--- src/rtl/tpu_pkg.sv ---
// Shared types and constants for the 2x2 TPU sequencer slice.
package tpu_pkg;
  typedef enum logic [2:0] {LOAD, SETTLE, START, WAIT, STREAM} state_e;

  localparam int WEIGHT_BASE = 0;
  localparam int INPUT_BASE  = 4;
  localparam int MEM_DEPTH   = 8;
  localparam int RESULT_W    = 16;
  localparam int N_RESULTS   = 4;
  localparam int ADDR_W      = $clog2(MEM_DEPTH);
endpackage

--- src/rtl/tpu_seq_ctrl_if.sv ---
// Pin-side bundle of the sequencer: byte input, memory port, array control, byte output.
interface tpu_seq_ctrl_if;
  import tpu_pkg::*;

  logic                          in_valid;
  logic [7:0]                    in_data;
  logic                          in_ready;
  logic                          mem_write_en;
  logic [ADDR_W-1:0]             mem_addr;
  logic [7:0]                    mem_data;
  logic                          compute_start;
  logic                          compute_done;
  logic [N_RESULTS*RESULT_W-1:0] results;
  logic                          out_valid;
  logic [7:0]                    out_data;
  logic                          out_ready;
  logic                          busy;

  modport master (
    input  in_valid, in_data, compute_done, results, out_ready,
    output in_ready, mem_write_en, mem_addr, mem_data, compute_start,
           out_valid, out_data, busy
  );

  modport slave (
    output in_valid, in_data, compute_done, results, out_ready,
    input  in_ready, mem_write_en, mem_addr, mem_data, compute_start,
           out_valid, out_data, busy
  );
endinterface

--- src/rtl/tpu_result_serializer.sv ---
// Captures the array results and streams them high byte first, element 0 first.
module tpu_result_serializer
  import tpu_pkg::*;
#(
  parameter int RES_W = 16,
  parameter int N_RES = 4
) (
  input  logic                             clk,
  input  logic                             rst,
  input  logic                             load_i,
  input  logic [N_RES-1:0][RES_W-1:0]      results_i,
  input  logic                             out_ready_i,
  output logic                             out_valid_o,
  output logic [7:0]                       out_data_o,
  output logic                             last_o
);
  localparam int NB = N_RES * RES_W / 8;
  localparam int CW = $clog2(NB);

  logic [N_RES-1:0][RES_W-1:0] cap_q;
  logic [CW-1:0]               out_cnt_q;
  logic                        out_valid_q;
  logic [7:0]                  out_data_q;
  logic                        accept;

  function automatic logic [7:0] byte_of(input logic [N_RES-1:0][RES_W-1:0] r,
                                         input logic [CW-1:0] k);
    logic [CW-2:0] e;
    e = k[CW-1:1];
    return k[0] ? r[e][7:0] : r[e][RES_W-1 -: 8];
  endfunction

  assign accept      = out_valid_q && out_ready_i;
  assign last_o      = accept && (out_cnt_q == CW'(NB - 1));
  assign out_valid_o = out_valid_q;
  assign out_data_o  = out_data_q;

  always_ff @(posedge clk) begin
    if (rst) begin
      cap_q       <= '0;
      out_cnt_q   <= '0;
      out_valid_q <= 1'b0;
      out_data_q  <= '0;
    end else if (load_i) begin
      cap_q       <= results_i;
      out_cnt_q   <= '0;
      out_valid_q <= 1'b1;
      out_data_q  <= byte_of(results_i, '0);
    end else if (accept) begin
      out_cnt_q <= out_cnt_q + 1'b1;
      if (last_o) begin
        out_valid_q <= 1'b0;
        out_data_q  <= '0;
      end else begin
        // Preload the next byte so out_data is a pure register.
        out_data_q <= byte_of(cap_q, CW'(out_cnt_q + 1'b1));
      end
    end
  end
endmodule

--- src/rtl/tpu_seq_ctrl.sv ---
// Top-level sequencer: load 8 operand bytes, settle, start the array, stream results.
module tpu_seq_ctrl
  import tpu_pkg::*;
#(
  parameter int SETTLE_CYCLES = 2,
  parameter int RESULT_W      = 16
) (
  input  logic           clk,
  input  logic           rst,
  tpu_seq_ctrl_if.master io
);
  localparam int SW = (SETTLE_CYCLES > 1) ? $clog2(SETTLE_CYCLES) : 1;
  localparam logic [ADDR_W-1:0] FIRST_ADDR = ADDR_W'(WEIGHT_BASE);
  localparam logic [ADDR_W-1:0] LAST_ADDR  = ADDR_W'(INPUT_BASE + (MEM_DEPTH - INPUT_BASE) - 1);

  state_e            state_q;
  logic [ADDR_W-1:0] load_cnt_q;
  logic [SW-1:0]     settle_cnt_q;
  logic              start_q;
  logic              accept;
  logic              capture;
  logic              ser_last;

  assign io.in_ready      = (state_q == LOAD);
  assign accept           = io.in_valid && io.in_ready;
  // Address bit 2 splits weights (0..3) from inputs (4..7); writes are strictly in order.
  assign io.mem_write_en  = accept;
  assign io.mem_addr      = accept ? load_cnt_q : '0;
  assign io.mem_data      = accept ? io.in_data : '0;
  assign io.compute_start = start_q;
  assign io.busy          = !((state_q == LOAD) && (load_cnt_q == FIRST_ADDR));
  assign capture          = (state_q == WAIT) && io.compute_done;

  always_ff @(posedge clk) begin
    if (rst) begin
      state_q      <= LOAD;
      load_cnt_q   <= FIRST_ADDR;
      settle_cnt_q <= '0;
      start_q      <= 1'b0;
    end else begin
      case (state_q)
        LOAD: if (accept) begin
          load_cnt_q <= load_cnt_q + 1'b1;
          if (load_cnt_q == LAST_ADDR) begin
            state_q      <= SETTLE;
            settle_cnt_q <= '0;
          end
        end
        SETTLE: begin
          // Raise start on the transition so it lands SETTLE_CYCLES+1 after the last write.
          if (settle_cnt_q == SW'(SETTLE_CYCLES - 1)) begin
            state_q      <= START;
            settle_cnt_q <= '0;
            start_q      <= 1'b1;
          end else begin
            settle_cnt_q <= settle_cnt_q + 1'b1;
          end
        end
        START: begin
          start_q <= 1'b0;
          state_q <= WAIT;
        end
        WAIT: if (io.compute_done) state_q <= STREAM;
        STREAM: if (ser_last) begin
          state_q    <= LOAD;
          load_cnt_q <= FIRST_ADDR;
        end
        default: state_q <= LOAD;
      endcase
    end
  end

  tpu_result_serializer #(
    .RES_W (RESULT_W),
    .N_RES (N_RESULTS)
  ) u_ser (
    .clk         (clk),
    .rst         (rst),
    .load_i      (capture),
    .results_i   (io.results),
    .out_ready_i (io.out_ready),
    .out_valid_o (io.out_valid),
    .out_data_o  (io.out_data),
    .last_o      (ser_last)
  );
endmodule
--- src/flat_wrapper.sv ---
// flat-port wrapper written by rule: the top's interface ports become plain ports
module tpu_seq_ctrl_flat import tpu_pkg::*;
#(
  parameter int SETTLE_CYCLES = 2,
  parameter int RESULT_W      = 16
)
  (clk, rst, io_in_valid, io_in_data, io_compute_done, io_results, io_out_ready, io_in_ready, io_mem_write_en, io_mem_addr, io_mem_data, io_compute_start, io_out_valid, io_out_data, io_busy);
  tpu_seq_ctrl_if io_i ();
  input  logic clk;
  input  logic rst;
  input wire logic [$bits(io_i.in_valid)-1:0] io_in_valid;
  input wire logic [$bits(io_i.in_data)-1:0] io_in_data;
  input wire logic [$bits(io_i.compute_done)-1:0] io_compute_done;
  input wire logic [$bits(io_i.results)-1:0] io_results;
  input wire logic [$bits(io_i.out_ready)-1:0] io_out_ready;
  output wire logic [$bits(io_i.in_ready)-1:0] io_in_ready;
  output wire logic [$bits(io_i.mem_write_en)-1:0] io_mem_write_en;
  output wire logic [$bits(io_i.mem_addr)-1:0] io_mem_addr;
  output wire logic [$bits(io_i.mem_data)-1:0] io_mem_data;
  output wire logic [$bits(io_i.compute_start)-1:0] io_compute_start;
  output wire logic [$bits(io_i.out_valid)-1:0] io_out_valid;
  output wire logic [$bits(io_i.out_data)-1:0] io_out_data;
  output wire logic [$bits(io_i.busy)-1:0] io_busy;
  assign io_i.in_valid = io_in_valid;
  assign io_i.in_data = io_in_data;
  assign io_i.compute_done = io_compute_done;
  assign io_i.results = io_results;
  assign io_i.out_ready = io_out_ready;
  assign io_in_ready = io_i.in_ready;
  assign io_mem_write_en = io_i.mem_write_en;
  assign io_mem_addr = io_i.mem_addr;
  assign io_mem_data = io_i.mem_data;
  assign io_compute_start = io_i.compute_start;
  assign io_out_valid = io_i.out_valid;
  assign io_out_data = io_i.out_data;
  assign io_busy = io_i.busy;
  tpu_seq_ctrl #(.SETTLE_CYCLES(SETTLE_CYCLES), .RESULT_W(RESULT_W)) u_core (.clk(clk), .rst(rst), .io(io_i));
endmodule
--- config.mk ---
export PLATFORM = sky130hd
export DESIGN_NAME = tpu_seq_ctrl_flat
export DESIGN_NICKNAME = d
export VERILOG_FILES = /design/src/rtl/tpu_pkg.sv /design/src/rtl/tpu_seq_ctrl_if.sv /design/src/rtl/tpu_result_serializer.sv /design/src/rtl/tpu_seq_ctrl.sv /design/src/flat_wrapper.sv
export SDC_FILE = /design/constraint.sdc
export NUM_CORES = 1
export LEC_CHECK = 0
export BUFFER_PORTS_ARGS = -buffer_cell sky130_fd_sc_hd__buf_4
export CAP_MARGIN = 20
export CORE_ASPECT_RATIO = 1.5
export CORE_MARGIN = 2
export CORE_UTILIZATION = 25
export DETAILED_ROUTE_END_ITERATION = 8
export HOLD_SLACK_MARGIN = 0.15
export PLACE_DENSITY_LB_ADDON = 0.05
export SETUP_SLACK_MARGIN = 0.5
export SYNTH_ARGS = -nofsm -noshare
export SYNTH_HDL_FRONTEND = slang
export SYNTH_SLANG_ARGS = --single-unit
--- constraint.sdc ---
create_clock -name clk -period 2.2 [get_ports clk]
set_clock_uncertainty 0.15 [all_clocks]
set_input_delay 0.33 -clock clk [delete_from_list [all_inputs] [get_ports clk]]
set_output_delay 0.33 -clock clk [all_outputs]
set_load 0.02 [all_outputs]
After elaboration in Yosys (flattened, before gate mapping):

Cells that the tools add are included.

* bits in registers: 84
* bits of input ports: 77
* output and inout port bits: 24
* word-level logic and storage cells: 70

* add/subtract/negate cells: 3
* order comparisons: 1
* eq/ne operators: 11
* mux-type cells: 25
* reductions and logical operators: 19

Operators with widths (number)
* two-way mux 8 bit: 5
* binary-select mux 16 bit (select 2 bit): 1
* two-way mux 3 bit: 7
* two-way mux 16 bit: 1
* one-hot mux 3 bit (5 select lines): 1
* nonzero test 2 bit: 5
* equality test 3 bit (second input constant): 3
* two-way mux 1 bit: 7
* adder 3 x 1 -> 3 bit (second input constant): 2
* equality test 3 x 2 -> 1 bit (second input constant): 2
* logical NOT 3 bit: 2
* inequality test 2 bit (second input constant): 3
* one-hot mux 3 bit (2 select lines): 1
* AND reduction 3 bit: 2
* logical AND 1 bit: 5
* AND reduction 5 bit: 1
* inequality test 2 x 1 -> 1 bit (second input constant): 2
* one-hot mux 1 bit (2 select lines): 2
* AND reduction 2 bit: 2
* equality test 3 x 1 -> 1 bit (second input constant): 1
* < comparator 2 x 3 -> 1 bit (second input constant): 1
* OR reduction 2 bit: 1
* adder 1 bit (second input constant): 1
* logical NOT 1 bit: 1

Longest topological paths before layout:

* depth after elaboration: 7
* depth in mapped cells: 7
* mapped depth without buffers: 6

Hierarchy:

From an unflattened synthesis, not the netlist that was laid out.

* cell total of the unflattened synthesis: 367
* area total of the unflattened synthesis: 3769.9 µm²

By module, submodules not included
* tpu_result_serializer: instances 1, cells each 311, area an instance 3225.6 µm², sequential area each 1521.5 µm²
* tpu_seq_ctrl: instances 1, cells each 56, area an instance 544.3 µm², sequential area each 160.2 µm²

Worst setup path before layout:

No wires, ideal clock.

* path kind: flip-flop to flip-flop
* start: register u_core.u_ser.out_cnt_q[0]
* end: register u_core.u_ser.out_data_q[1], in the netlist u_core.u_ser.out_data_o[1]
* setup time: 0.134 ns
* arrival time: 1.687 ns
* data required time: 1.916 ns
* slack: 0.229 ns
* stages on the path, launching flop included: 7
* path buffers: 1
* clock period less this slack: 1.971 ns
* cells stage by stage: dfxtp_1 ha_1 ha_1 buf_2 mux4_2 mux2i_1 o22ai_1

* cells in the longest elaborated chain, start to end: 7
* elaborated cells on any way between the ends: 9
* classes of those cells: add/sub: 1; eq/ne: 1; mux: 6; reduce/logical: 1

Ends and longest elaborated chain
* start: declaration: line tpu_result_serializer.sv:21 `logic [CW-1:0] out_cnt_q;`
* start signal: assignment: line tpu_result_serializer.sv:50 `out_cnt_q <= out_cnt_q + 1'b1;`
* adder 3 x 1 -> 3 bit: line tpu_result_serializer.sv:56 `out_data_q <= byte_of(cap_q, CW'(out_cnt_q + 1'b1));`
* binary-select mux 16 bit (select 2 bit): line tpu_result_serializer.sv:30 `return k[0] ? r[e][7:0] : r[e][RES_W-1 -: 8];`
* two-way mux 16 bit (implied by the code): line tpu_result_serializer.sv:30
* two-way mux 8 bit: line tpu_result_serializer.sv:30
* two-way mux 8 bit (*): line tpu_result_serializer.sv:51 `if (last_o) begin`
* two-way mux 8 bit (*): line tpu_result_serializer.sv:49 `end else if (accept) begin`
* two-way mux 8 bit (*): line tpu_result_serializer.sv:44 `end else if (load_i) begin`
* end signal: assignment: line tpu_result_serializer.sv:48 `out_data_q <= byte_of(results_i, '0);`
* end signal: assignment: line tpu_result_serializer.sv:56
* end: declaration: line tpu_result_serializer.sv:23 `logic [7:0] out_data_q;`

Mark *: on every way between the ends. The rest lies on a longest branch, timed or not. The select of a mux whose other input is x is not followed.
A chain may end at the register's enable or synchronous reset.

Worst setup path in the final report:

* start: register u_core.state_q[2]
* end: output port io_mem_addr[2]

* cells in the longest elaborated chain, start to end: 3

Ends and longest elaborated chain
* start: declaration: line tpu_seq_ctrl.sv:16 `state_e state_q;`
* start signal: assignment: line tpu_seq_ctrl.sv:36 `state_q <= LOAD;`
* start signal: assignment: line tpu_seq_ctrl.sv:45 `state_q <= SETTLE;`
* start signal: assignment: line tpu_seq_ctrl.sv:52 `state_q <= START;`
* logical NOT 3 bit: line tpu_seq_ctrl.sv:24 `assign io.in_ready = (state_q == LOAD);`
* logical AND 1 bit: line tpu_seq_ctrl.sv:25 `assign accept = io.in_valid && io.in_ready;`
* two-way mux 3 bit: line tpu_seq_ctrl.sv:28 `assign io.mem_addr = accept ? load_cnt_q : '0;`
* end: declaration: line flat_wrapper.sv:18 `output wire logic [$bits(io_i.mem_addr)-1:0] io_mem_addr;`

Every way passes these cells.

==> metrics list <==
- Of the synthesized area, sequential elements account for a little under half.
- The initial utilization of the core area, before any placement, comes to ~26%.
- Post-detailed-route count of antenna-violating nets: 0
- Per-cell via count in the routed design: roughly 4.5
- The H-tree was split into 3 levels.
* Detailed-placement wirelength estimate: roughly 8000 um
* Routed wirelength normalized by instance count: 15.0 um
* Multi-input combinational cell area: around 1900 um^2
* Number of cells after detailed placement: 682
* Count of mapped cells out of synthesis: 417
- In this run the biggest area consumer among cell types represents between 40% and 50% of the synthesized area.
- In this run the worst path has a maximum fanout of 7.
* Vias in the first global route: 3514
- Count of distinct cell types in the synthesized netlist: 33
* Critical path capture point type: output port
- The most critical setup path has its startpoint at u_core.state_q[2]$_SDFFE_PP0P_.
- Vertical extent of the die: between 150 and 200 um
* Worst hold margin: approximately 0.16 ns
* P per Cell Area: 597 nW/um^2
- Clock network latency to the later pin of the worst-skew pair: between 0.3 and 0.4 ns
* Placer congestion estimate: between 0.7 and 0.8
- Worst path setup slack after routing: approximately 0.27 ns
- The worst setup path is launched from a flip-flop.
- Number of flip-flops and latches in the synthesized netlist: 84
- CTS tree: built
* Sum of routed wire length over all layers: 11600 um
* Clock root buffer: sky130_fd_sc_hd__clkbuf_16
- Headroom to the max-slew limit came out at a little over two thirds.
- Ratio of cells with drive above 1 in the final layout: between 20% and 30%
- Across all register-to-register paths, the minimum setup slack is 0.40 ns.
- For the worst setup path, the data arrival time is 1.45 ns.
- The routed layout has roughly 3.5k vias.
- Entering global routing, the biggest net connects 66 pins.
- Number of fill cells in the layout: 1459
* Path depth of the worst reg2reg path: 5
- DRC violation count after routing: 0
* Number of endpoints failing setup at the final stage: 0
- Crit path buffers/inverters: 3
* Data required time at the worst endpoint: roughly 1.7 ns
* Highest cell delay on the worst timing path: 0.32 ns
- Count of max-cap constraint violations: 0
- Minimum clock period after layout: 1.93 ns
* Avg Cell Area, Syn: 8.70 um^2
- After routing, the total negative slack on setup checks comes to 0 ns.
* RSZ-0062 raised after global routing: true
* Bufs on Longest Clock Path: 2
* Critical path's top delay family: simple AND/OR/NAND/NOR gates
- GR Util All Layers: between 10% and 20%
- At the placement stage, the worst setup path has a slack of 0.262 ns.
- Layout area overhead: 59.2%
* Clock transition at the registers of the reported paths: approximately 0.06 ns
- Worst reg2reg path startpoint: u_core.u_ser.out_cnt_q[0]$_SDFFE_PP0P_
- sky130_fd_sc_hd__dfxtp_1 takes more of the synthesized area than any other cell.
- Total of warnings raised by yosys: 0
- Endpoint of the worst register-to-register path: u_core.u_ser.out_data_o[1]$_SDFFE_PP0P_
- Largest cells by area after synthesis: sky130_fd_sc_hd__dfxtp_1 (46%), sky130_fd_sc_hd__nand2_1 (13%), sky130_fd_sc_hd__a21oi_1 (9.9%)
- The path with the worst hold slack has its endpoint at u_core.u_ser.cap_q[17]$_SDFFE_PP0P_.
- Number of sinks on the clock net: 84
- Width of the chip: between 100 and 150 um
* Hold path startpoint: io_results[17]
- After global routing the overflow that remains totals 0.
* Sequential standard cell area: between 1500 and 2000 um^2
- Number of diodes added for antenna fixing: 0
* Synth Cell Area: about 3600 um^2
- Input and output buffers added on the ports amount to 100.
- The floorplan step defined a core boundary enclosing roughly 14000 um^2.
- CP Cell Sequence: buf_6, nor3_4, buf_6, and3_4, buf_6
- Post-route clock period utilization: 88.0%
- The critical path is of the flip-flop to output port type.
- In this run the static leakage power is around 2.2 nW.
- TritonCTS created 9 clock buffers.
- Result of the run: completed
- The worst-case IR drop observed on VDD is around 0.24 mV.
- Timing-limited maximum frequency: 517 MHz
- Boundary pin count: around 100
- The min-delay analysis places its worst path in the category input pin to flip-flop.
- The initial antenna violation count was 0.
- Number of endpoints with negative hold slack in the final report: 0
- FP Rows: between 50 and 60
- Global-route wire length before repair: 17600 um
- Number of DRC markers after the initial detailed-route iteration: between 100 and 150
- The final layout contains between 600 and 700 nets.
- Synthesized Nets: between 400 and 500
- At the pin with the least slew margin, the transition time is about 0.44 ns.
* Area of the die: between 15000 and 20000 um^2
- Counting stages on the worst path, the most repeated cell is sky130_fd_sc_hd__buf_6.
- The largest individual stage delay along the critical path comes from the cell sky130_fd_sc_hd__dfxtp_2.
- For this run, the number of standard cells in the final layout without fillers is between 700 and 800.
- The first detailed-routing pass ran for 4 iterations.
* Hold-critical path depth: 3
- Critical path depth: 5
- Final-report max-slew violation count: 0
-- metal layers --
metal | vias to the layer above | GRT usage (%) | share of wire, %
li1 | 1753 | - | -
met5 | - | 0 | 0
met4 | 0 | 4.93 | 1.6
met1 | 1622 | 17.3 | 42
met2 | 82 | 28.2 | 53
met3 | 9 | 2.20 | 3.3
-- layout make-up --
| cell class | count | share of cell area (%) |
|---|---|---|
| Clock buffer | 12 | 4.27 |
| Clock inverter | 4 | 1.26 |
| Inverter | 3 | 0.195 |
| Multi-Input combinational cell | 295 | 32.1 |
| Sequential cell | 84 | 29.2 |
| Tap cell | 192 | 4.16 |
| Timing Repair Buffer | 183 | 28.8 |
-- placed cells by master (no fill, tap or decap), types with 2 or more instances in the layout --
master,Yosys,final
sky130_fd_sc_hd__o21ai_0,3,2
sky130_fd_sc_hd__buf_4,1,97
sky130_fd_sc_hd__dfxtp_1,84,79
sky130_fd_sc_hd__nor3_1,7,6
sky130_fd_sc_hd__inv_1,3,3
sky130_fd_sc_hd__a22oi_1,2,2
sky130_fd_sc_hd__nand3_1,2,2
sky130_fd_sc_hd__buf_12,0,4
sky130_fd_sc_hd__a21boi_0,7,7
sky130_fd_sc_hd__mux2i_1,10,10
sky130_fd_sc_hd__dlygate4sd3_1,0,61
sky130_fd_sc_hd__ha_4,0,2
sky130_fd_sc_hd__ha_1,5,3
sky130_fd_sc_hd__dfxtp_2,0,5
sky130_fd_sc_hd__a21oi_1,72,71
sky130_fd_sc_hd__mux4_2,16,16
sky130_fd_sc_hd__nand2_1,130,130
sky130_fd_sc_hd__and3_4,0,9
sky130_fd_sc_hd__o22ai_1,8,8
sky130_fd_sc_hd__buf_6,3,19
sky130_fd_sc_hd__clkbuf_1,19,2
sky130_fd_sc_hd__and3_1,11,2
sky130_fd_sc_hd__a31oi_1,2,2
sky130_fd_sc_hd__bufinv_16,0,2
sky130_fd_sc_hd__buf_8,0,2
sky130_fd_sc_hd__nor2_1,7,7
sky130_fd_sc_hd__clkbuf_16,0,9
-- flip-flops by register name, indices dropped and copies added, names as in the netlist --
name and flops:
u_core.u_ser.cap_q 64, u_core.u_ser.out_data_o 8, u_core.load_cnt_q 3, u_core.state_q 3, u_core.u_ser.out_cnt_q 3, u_core.io.compute_start 1
u_core.settle_cnt_q 1, u_core.u_ser.out_valid_o 1
-- worst reg2reg max path: stages, from the launching register on --
cell and delay (ns):
sky130_fd_sc_hd__dfxtp_2 0.34, sky130_fd_sc_hd__ha_4 0.17, sky130_fd_sc_hd__ha_4 0.28, sky130_fd_sc_hd__mux4_2 0.50
sky130_fd_sc_hd__mux2i_1 0.16, sky130_fd_sc_hd__o22ai_1 0.09
-- Yosys cell counts (all sizes together) --
library cell / count
a31oi: 2
inv: 3
a311oi: 1
o31ai: 1
buf: 16
nand2b: 1
and4: 1
a21boi: 8
o22ai: 8
dfxtp: 84
xor2: 1
nand3: 2
and3: 11
and2: 1
nand2: 130
and4b: 1
or4: 1
a21oi: 72
clkbuf: 19
nor2: 7
mux4: 16
nand3b: 1
nand4b: 1
or4b: 1
mux2i: 10
o21ai: 3
nor2b: 1
a22oi: 2
nor3: 7
ha: 5
-- metrics by stage --
stage                     util [%]  instance area, um^2  power (mW)
after floorplan                  -                 3690        1.62
after global placement        32.3                 4570        1.76
after detailed placement      32.3                 4570        1.77
after CTS                     40.3                 5690        3.49
after global routing          40.9                 5780        3.59
final                         40.9                 5780        3.45
-- how the worst max path moves through the flow --
stage / endpoint / slack, ns
after floorplan: u_core.u_ser.out_data_o[1]$_SDFFE_PP0P_ / 0.36
after global placement: u_core.u_ser.out_data_o[1]$_SDFFE_PP0P_ / 0.31
after detailed placement: u_core.u_ser.out_data_o[1]$_SDFFE_PP0P_ / 0.26
after CTS: io_mem_data[1] / 0.24
after global routing: io_mem_data[4] / 0.20
final: io_mem_addr[2] / 0.27
-- power by group --
| group | leakage (nW) | internal [mW] | switching, mW |
|---|---|---|---|
| Clock | 0.153 | 1.02 | 0.586 |
| Sequential | 0.679 | 1.52 | 0.00335 |
| Combinational | 1.34 | 0.207 | 0.105 |
-- cell families (layout without fill, tap and decap cells) --
kind of cell,Yosys count,count (layout),synth area share [%]
and+or+nand+nor,166,166,19.4
DFF,84,84,46.3
muxes,26,26,12.7
adders and majority gates,5,5,1.72
buffers and inverters,38,202,5.07
xor gates and xnor gates,1,1,0.241
AOI/OAI and AO/OA,97,97,14.6
-- timing repair --
item	in CTS	in global routing
endpoints found under the hold margin	61	0
endpoints found under the setup margin	26	24
cloned	1	0
pin swaps	6	10
hold buffers	61	0
buffers inserted	10	3
resized for setup	26	16
(Power assumes the default switching activity.)
